[src/rtl/blink_fader.sv]
`default_nettype none
// ============================================================================
// blink_fader: ramps the blink generator's led level into a smooth PWM fade.
// Optional: define BLINK_FADER_FLG_SYNC_EN to restart the PWM frame on flg_in.
// Revision: 1.0
// ============================================================================
module blink_fader #(
  parameter int PBITS    = 8,
  parameter int STEP_DIV = 256
) (
  input  logic             clk,
  input  logic             rst,
  input  logic             led_in,
  input  logic             flg_in,
  output logic             pwm_out,
  output logic [PBITS-1:0] level,
  output logic             busy
);

  localparam int SW = (STEP_DIV > 1) ? $clog2(STEP_DIV) : 1;
  localparam logic [PBITS-1:0] C_MAX       = {PBITS{1'b1}};
  localparam logic [PBITS-1:0] C_PWM_LAST  = C_MAX - 1'b1;
  localparam logic [PBITS-1:0] C_ONE       = {{(PBITS-1){1'b0}}, 1'b1};
  localparam logic [SW-1:0]    C_STEP_LAST = SW'(STEP_DIV - 1);

  typedef enum logic [1:0] {
    ST_OFF  = 2'd0,
    ST_UP   = 2'd1,
    ST_ON   = 2'd2,
    ST_DOWN = 2'd3
  } state_t;

  state_t           state_q, state_d;
  logic [PBITS-1:0] level_q, level_d;
  logic [PBITS-1:0] pcnt_q, pcnt_d;
  logic [SW-1:0]    scnt_q, scnt_d;
  logic             led_q;
  logic             pwm_q;
  logic             busy_q;
  logic             step;

  assign step = (scnt_q == C_STEP_LAST);

`ifdef BLINK_FADER_FLG_SYNC_EN
  always_comb begin
    pcnt_d = (pcnt_q == C_PWM_LAST) ? '0 : pcnt_q + 1'b1;
    if (flg_in) pcnt_d = '0;
  end
`else
  logic unused_flg;
  assign unused_flg = flg_in;

  always_comb begin
    pcnt_d = (pcnt_q == C_PWM_LAST) ? '0 : pcnt_q + 1'b1;
  end
`endif

  always_comb begin
    state_d = state_q;
    level_d = level_q;
    scnt_d  = step ? '0 : scnt_q + 1'b1;
    case (state_q)
      ST_OFF: begin
        level_d = '0;
        if (led_q) begin
          state_d = ST_UP;
          scnt_d  = '0;
        end
      end
      ST_UP: begin
        // A reversal wins over a step landing on the same edge.
        if (!led_q) begin
          state_d = ST_DOWN;
          scnt_d  = '0;
        end else if (step && level_q != C_MAX) begin
          level_d = level_q + 1'b1;
          if (level_q == C_PWM_LAST) state_d = ST_ON;
        end
      end
      ST_ON: begin
        level_d = C_MAX;
        if (!led_q) begin
          state_d = ST_DOWN;
          scnt_d  = '0;
        end
      end
      ST_DOWN: begin
        if (led_q) begin
          state_d = ST_UP;
          scnt_d  = '0;
        end else if (step) begin
          // A reversal out of UP at level 0 lands here; leave without wrapping.
          if (level_q != '0) level_d = level_q - 1'b1;
          if (level_q == C_ONE || level_q == '0) state_d = ST_OFF;
        end
      end
      default: begin
        state_d = ST_OFF;
        level_d = '0;
      end
    endcase
  end

  always_ff @(posedge clk) begin
    if (rst) begin
      state_q <= ST_OFF;
      level_q <= '0;
      pcnt_q  <= '0;
      scnt_q  <= '0;
      led_q   <= 1'b0;
      pwm_q   <= 1'b0;
      busy_q  <= 1'b0;
    end else begin
      led_q   <= led_in;
      pcnt_q  <= pcnt_d;
      pwm_q   <= (pcnt_q < level_q);
      state_q <= state_d;
      level_q <= level_d;
      scnt_q  <= scnt_d;
      busy_q  <= (state_d == ST_UP) || (state_d == ST_DOWN);
    end
  end

  assign pwm_out = pwm_q;
  assign level   = level_q;
  assign busy    = busy_q;

endmodule
`default_nettype wire
[config.mk]
export PLATFORM = sky130hd
export DESIGN_NAME = blink_fader
export DESIGN_NICKNAME = d
export VERILOG_FILES = /design/src/rtl/blink_fader.sv
export SDC_FILE = /design/constraint.sdc
export NUM_CORES = 1
export LEC_CHECK = 0
export CORE_ASPECT_RATIO = 1.2
export CORE_MARGIN = 2
export CORE_UTILIZATION = 55
export DETAILED_ROUTE_END_ITERATION = 10
export GPL_ROUTABILITY_DRIVEN = 0
export PLACE_DENSITY = 0.77
export SYNTH_ARGS = -nofsm -noshare
export SYNTH_HDL_FRONTEND = slang
export SYNTH_SLANG_ARGS = --single-unit
[constraint.sdc]
create_clock -name clk -period 2.4 [get_ports clk]
set_clock_uncertainty 0.05 [all_clocks]
set_input_delay 0.48 -clock clk [delete_from_list [all_inputs] [get_ports clk]]
set_output_delay 0.48 -clock clk [all_outputs]
set_load 0.05 [all_outputs]
; ---- Word level (Yosys, flattened, before mapping)
; Index checks and enable logic that the tools add are counted.
[op_classes]
add_sub_neg = 4
magnitude_cmp = 1
n_eq_ne = 15
muxes = 19
reduce_logical = 10
[ops]
columns = cell, count
row1 = 8-bit 2-to-1 mux, 8
row2 = 8-bit case mux with 4 select lines, 1
row3 = 8-bit by 1-bit adder with 8-bit output (second input constant), 3
row4 = 8-bit == test (second input constant), 3
row5 = 2-bit 2-to-1 mux, 8
row6 = 8-bit case mux with 2 select lines, 1
row7 = 2-bit != test (second input constant), 5
row8 = 8-bit by 1-bit == test with 1-bit output (second input constant), 1
row9 = 8-bit logical NOT, 1
row10 = 8-bit < comparator, 1
row11 = 8-bit != test (second input constant), 1
row12 = 2-bit case mux with 4 select lines, 1
row13 = 8-bit nonzero test, 1
row14 = 8-bit by 1-bit subtractor with 8-bit output (second input constant), 1
row15 = 2-bit == test (second input constant), 3
row16 = 2-bit OR reduction, 3
row17 = 5-bit AND reduction, 1
row18 = 2-bit by 1-bit == test with 1-bit output (second input constant), 2
row19 = 2-bit logical NOT, 1
row20 = 1-bit logical OR, 2
row21 = 1-bit logical AND, 1
[totals]
reg_bits = 29
output_inout_bits = 10
wordCells = 56

; ---- Logic depth before layout (Yosys ltp)
[logic_depth]
depth_word = 8
ltp_mapped = 9

; ---- Worst setup path after synthesis
; OpenSTA, ideal clock, no wires.
[synth_timing]
path_kind = register -> register
from = reg level_q[0], in the netlist level[0]
to = reg level_q[0], in the netlist level[0]
setup_time_ns = 0.165
arrival_time_ns = 1.989
required_time_ns = 2.185
path_slack_ns = 0.196
path_stages_with_launch = 9
n_path_buf = 1
path_cell_list = dfxtp_1 ha_1 nand3_1 o21a_1 a21oi_1 o21ai_2 buf_4 a21oi_1 a311oi_1
[synth_between]
elab_chain_len = 5
elab_cells_between_ends = 14
cone_classes = 2 x add/sub / 3 x eq/ne / 6 x mux / 3 x reduce/logical
[synth_lines]
columns = element, line
row1 = from (decl), 34  ; logic [PBITS-1:0] level_q, level_d;
row2 = from (signal assigned), 118  ; level_q <= level_d;
row3 = 8-bit by 1-bit subtractor with 8-bit output, 93  ; if (level_q != '0) level_d = level_q - 1'b1;
row4 = 8-bit 2-to-1 mux, 93
row5 = 8-bit 2-to-1 mux, 91  ; end else if (step) begin
row6 = 8-bit 2-to-1 mux, 88  ; if (led_q) begin
row7 = 8-bit case mux with 4 select lines, 62  ; case (state_q)
; Parallel ways exist; a longest one is shown, timed or not. The select of a mux whose other input is x is not followed.
; A chain may end at the register's enable or synchronous reset.

; ---- Final worst setup path
[layout_timing]
from = reg level_q[6], in the netlist level[6]
to = out level[6]
[layout_rtl]
columns = element, line
row1 = to (decl), 16  ; output logic [PBITS-1:0] level,
; No word-level cell between the ends.

==> results.py <==
metrics = {
    "status": {
        "status": "complete, no violations",
    },
    "sta": {
        "min_period_ps": 2310,
        "timing.setup.tns_ps": 0,
        "setup_violations": 0,
        "relSlewSlack": 0.621,
        "fmax_mhz": 432,
        "rsz0062_at_grt": "false",
        "worstMarginPinSlew_ps": 568,
        "finalMaxSlewViolations": 0,
        "hold_viol": 0,
        "fin_crit_sh": 0.964,
    },
    "routing": {
        "drt_iter0_markers": 76,
        "vias_per_cell": 6.10,
        "avgRoutedWirePerCell_um": 14.8,
        "drtAntennaViolNets": 0,
        "drtPass1Iterations": 5,
        "vias": 1636,
        "routed_wl_um": 3970,
        "drc_errors": 0,
    },
    "worst_setup_path": {
        "crit_family": "buffers and inverters",
        "timing.critical_path.buf_inv": 1,
        "endpoint_kind": "primary output",
        "worstPathCellList": "clkdlybuf4s50_1",
        "critical_path.max_stage_delay_ps": 880,
        "timing.setup.critical_path_class": "register to primary output",
        "required_ps": 1870,
        "cp.arrival_ps": 1780,
        "reg2reg_from": "level[1]$_SDFFE_PP0P_",
        "cp_max_fo": 8,
        "slowest_stage": "clkdlybuf4s50_1",
        "crit_start": "level[6]$_SDFFE_PP0P_",
        "worstSetupStartpointType": "register",
    },
    "synth": {
        "yosysMostFrequentCell": "dfxtp_1",
        "synth_top_area_frac": 0.307,
        "synthesis.nets": 243,
        "ys_seq_elements": 28,
        "syn_inst": 220,
        "yosysWarnings": 0,
        "yosysTopAreaCell": "dfxtp_1",
        "synth_cell_types": 49,
        "yosysSeqAreaShare": 0.307,
        "synthTopCellsByCount": "28 x dfxtp_1, 27 x nor2_1, 19 x ha_1, 16 x a21oi_1, 16 x inv_1",
        "synth_ff_type": "dfxtp_1",
        "syn_area_mm2": 0.00183,
        "synth_edf_count": 0,
        "async_flop_share": 0,
        "syn_area_per_cell_um2": 8.30,
        "ys_top_cells_by_area": "dfxtp_1 31%, ha_1 13%, nor2_1 5.5%",
    },
    "place": {
        "dp_hpwl_um": 2940,
        "io_buffers": 12,
    },
    "clock_network": {
        "cts_root_buffer": "clkbuf_4",
        "insertion_delay_ps": 330,
        "cts.path.max_buffers": 2,
        "numCtsBuffers": 3,
        "path_clk_slew_ps": 150,
        "cts_tree": "yes",
        "htreeDepth": 1,
        "clock_sinks": 28,
        "postCtsSetupBuffers": 0,
    },
    "floorplanning": {
        "dieArea_mm2": 0.00380,
        "die_y_um": 67.1,
        "start_util": 0.587,
        "fp.dieW_um": 56.6,
        "core_area_mm2": 0.00311,
        "pin_count": 14,
        "row_count": 22,
    },
    "global_routing": {
        "grt-busiest-layer": "met2",
        "grt_overflow": 0,
        "grt_max_degree": 17,
        "grtUsageMet3": 0.0268,
        "antenna_found_initial": 0,
        "grt_util_met1": 0.268,
        "grtUsageTotal": 0.220,
        "grt_pass1_wl_um": 6730,
        "grt_pass1_vias": 1593,
        "met2_usage": 0.404,
    },
    "power_and_ir_drop": {
        "power.leakage_nw": 0.814,
        "peakVddDrop_v": 0.000342,
        "power_mw": 1.01,
        "p_per_area_mw_per_mm2": 493,
    },
    "cells_and_area": {
        "layout-drive-gt1-share": 0.0862,
        "antenna_cells": 0,
        "post-route-util": 0.660,
        "fill_cells": 249,
        "syn_to_final_growth_pct": 12.5,
        "fin_nets": 256,
    },
    "hold_path": {
        "min_path_type": "register to register",
        "min_from": "scnt_q[0]$_SDFF_PP0_",
    },
    "flow_run": {
        "cap_violations": 0,
    },
}
-- routing by layer --
metal / vias up / wire length (um)
li1: 810 / -
met1: 758 / 1760
met2: 60 / 1940
met3: 8 / 201
met4: 0 / 67
met5: - / 0
-- state kept, by name, summed over array words and instances, names as in the netlist --
name	count
level	8
pcnt_q	8
scnt_q	8
state_q	2
led_q	1
pwm_out	1
-- final timing paths --
| path | to | slack, ps | cells after the start |
|---|---|---|---|
| setup / recovery | level[6] | 90 | 1 |
| hold / removal | scnt_q[0]$_SDFF_PP0_ | 440 | 1 |
| setup reg to reg | level[4]$_SDFFE_PP0P_ | 190 | 8 |
| hold reg to reg | scnt_q[0]$_SDFF_PP0_ | 440 | 1 |
-- area by class of cell --
type                            count  area (um2)  share of cell area
Timing Repair Buffer               18         170              0.0828
Tap cell                           36        45.0              0.0219
Clock buffer                        3        22.5              0.0110
Inverter                           16        60.1              0.0292
Clock inverter                      1        30.0              0.0146
Multi-Input combinational cell    166        1170               0.568
Sequential cell                    28         561               0.273
-- kinds of logic (layout without fill, tap and decap cells) --
logic type | Yosys count | after routing | share of synthesized area
adders and majority gates | 19 | 19 | 0.130
buffers and inverters | 26 | 38 | 0.0589
DFF | 28 | 28 | 0.307
xor gates and xnor gates | 13 | 13 | 0.0623
muxes | 7 | 7 | 0.0397
and+or+nand+nor | 73 | 73 | 0.200
AOI/OAI and AO/OA | 54 | 54 | 0.202
-- placed cells by master (no fill, tap or decap), drive strengths merged, types with 2 or more instances in the layout --
cell	netlist	routed
inv	16	16
a311oi	2	2
nand4	4	4
o21a	2	2
nor3	3	3
nand2	11	11
or2	2	2
a31oi	3	3
o21bai	2	2
nor2	27	27
o211ai	2	2
a21oi	16	16
mux2	2	2
buf	7	6
dlymetal6s2s	0	2
xnor2	7	7
clkdlybuf4s50	0	10
o221ai	2	2
clkbuf	3	3
ha	19	19
nor4	2	2
o31ai	4	4
dfxtp	28	28
o21ai	9	9
or3	3	3
mux2i	5	5
nand3	14	14
and3	2	2
xor2	6	6
-- per-stage QoR --
step	hold WS [ps]	worst slack (ps)	area, um2	std cells
finish	436	86.6	2050	268
global route	454	23.9	2050	268
CTS	445	13.0	2040	268
detailed placement	416	267	1990	264
global placement	395	284	1990	264
floorplan	380	196	1830	220
-- repair_timing --
action,CTS,global route
resized for setup,0,3
setup endpoints to repair,0,3
hold buffers,0,0
hold endpoints to repair,0,0
-- where the power goes --
group | total, mW | internal, mW | switching [mW] | leakage, nW
clock network | 0.314 | 0.169 | 0.145 | 0.0279
registers | 0.504 | 0.483 | 0.0206 | 0.227
logic | 0.195 | 0.0794 | 0.116 | 0.559
Note: power is estimated with default switching activity, not from simulation.
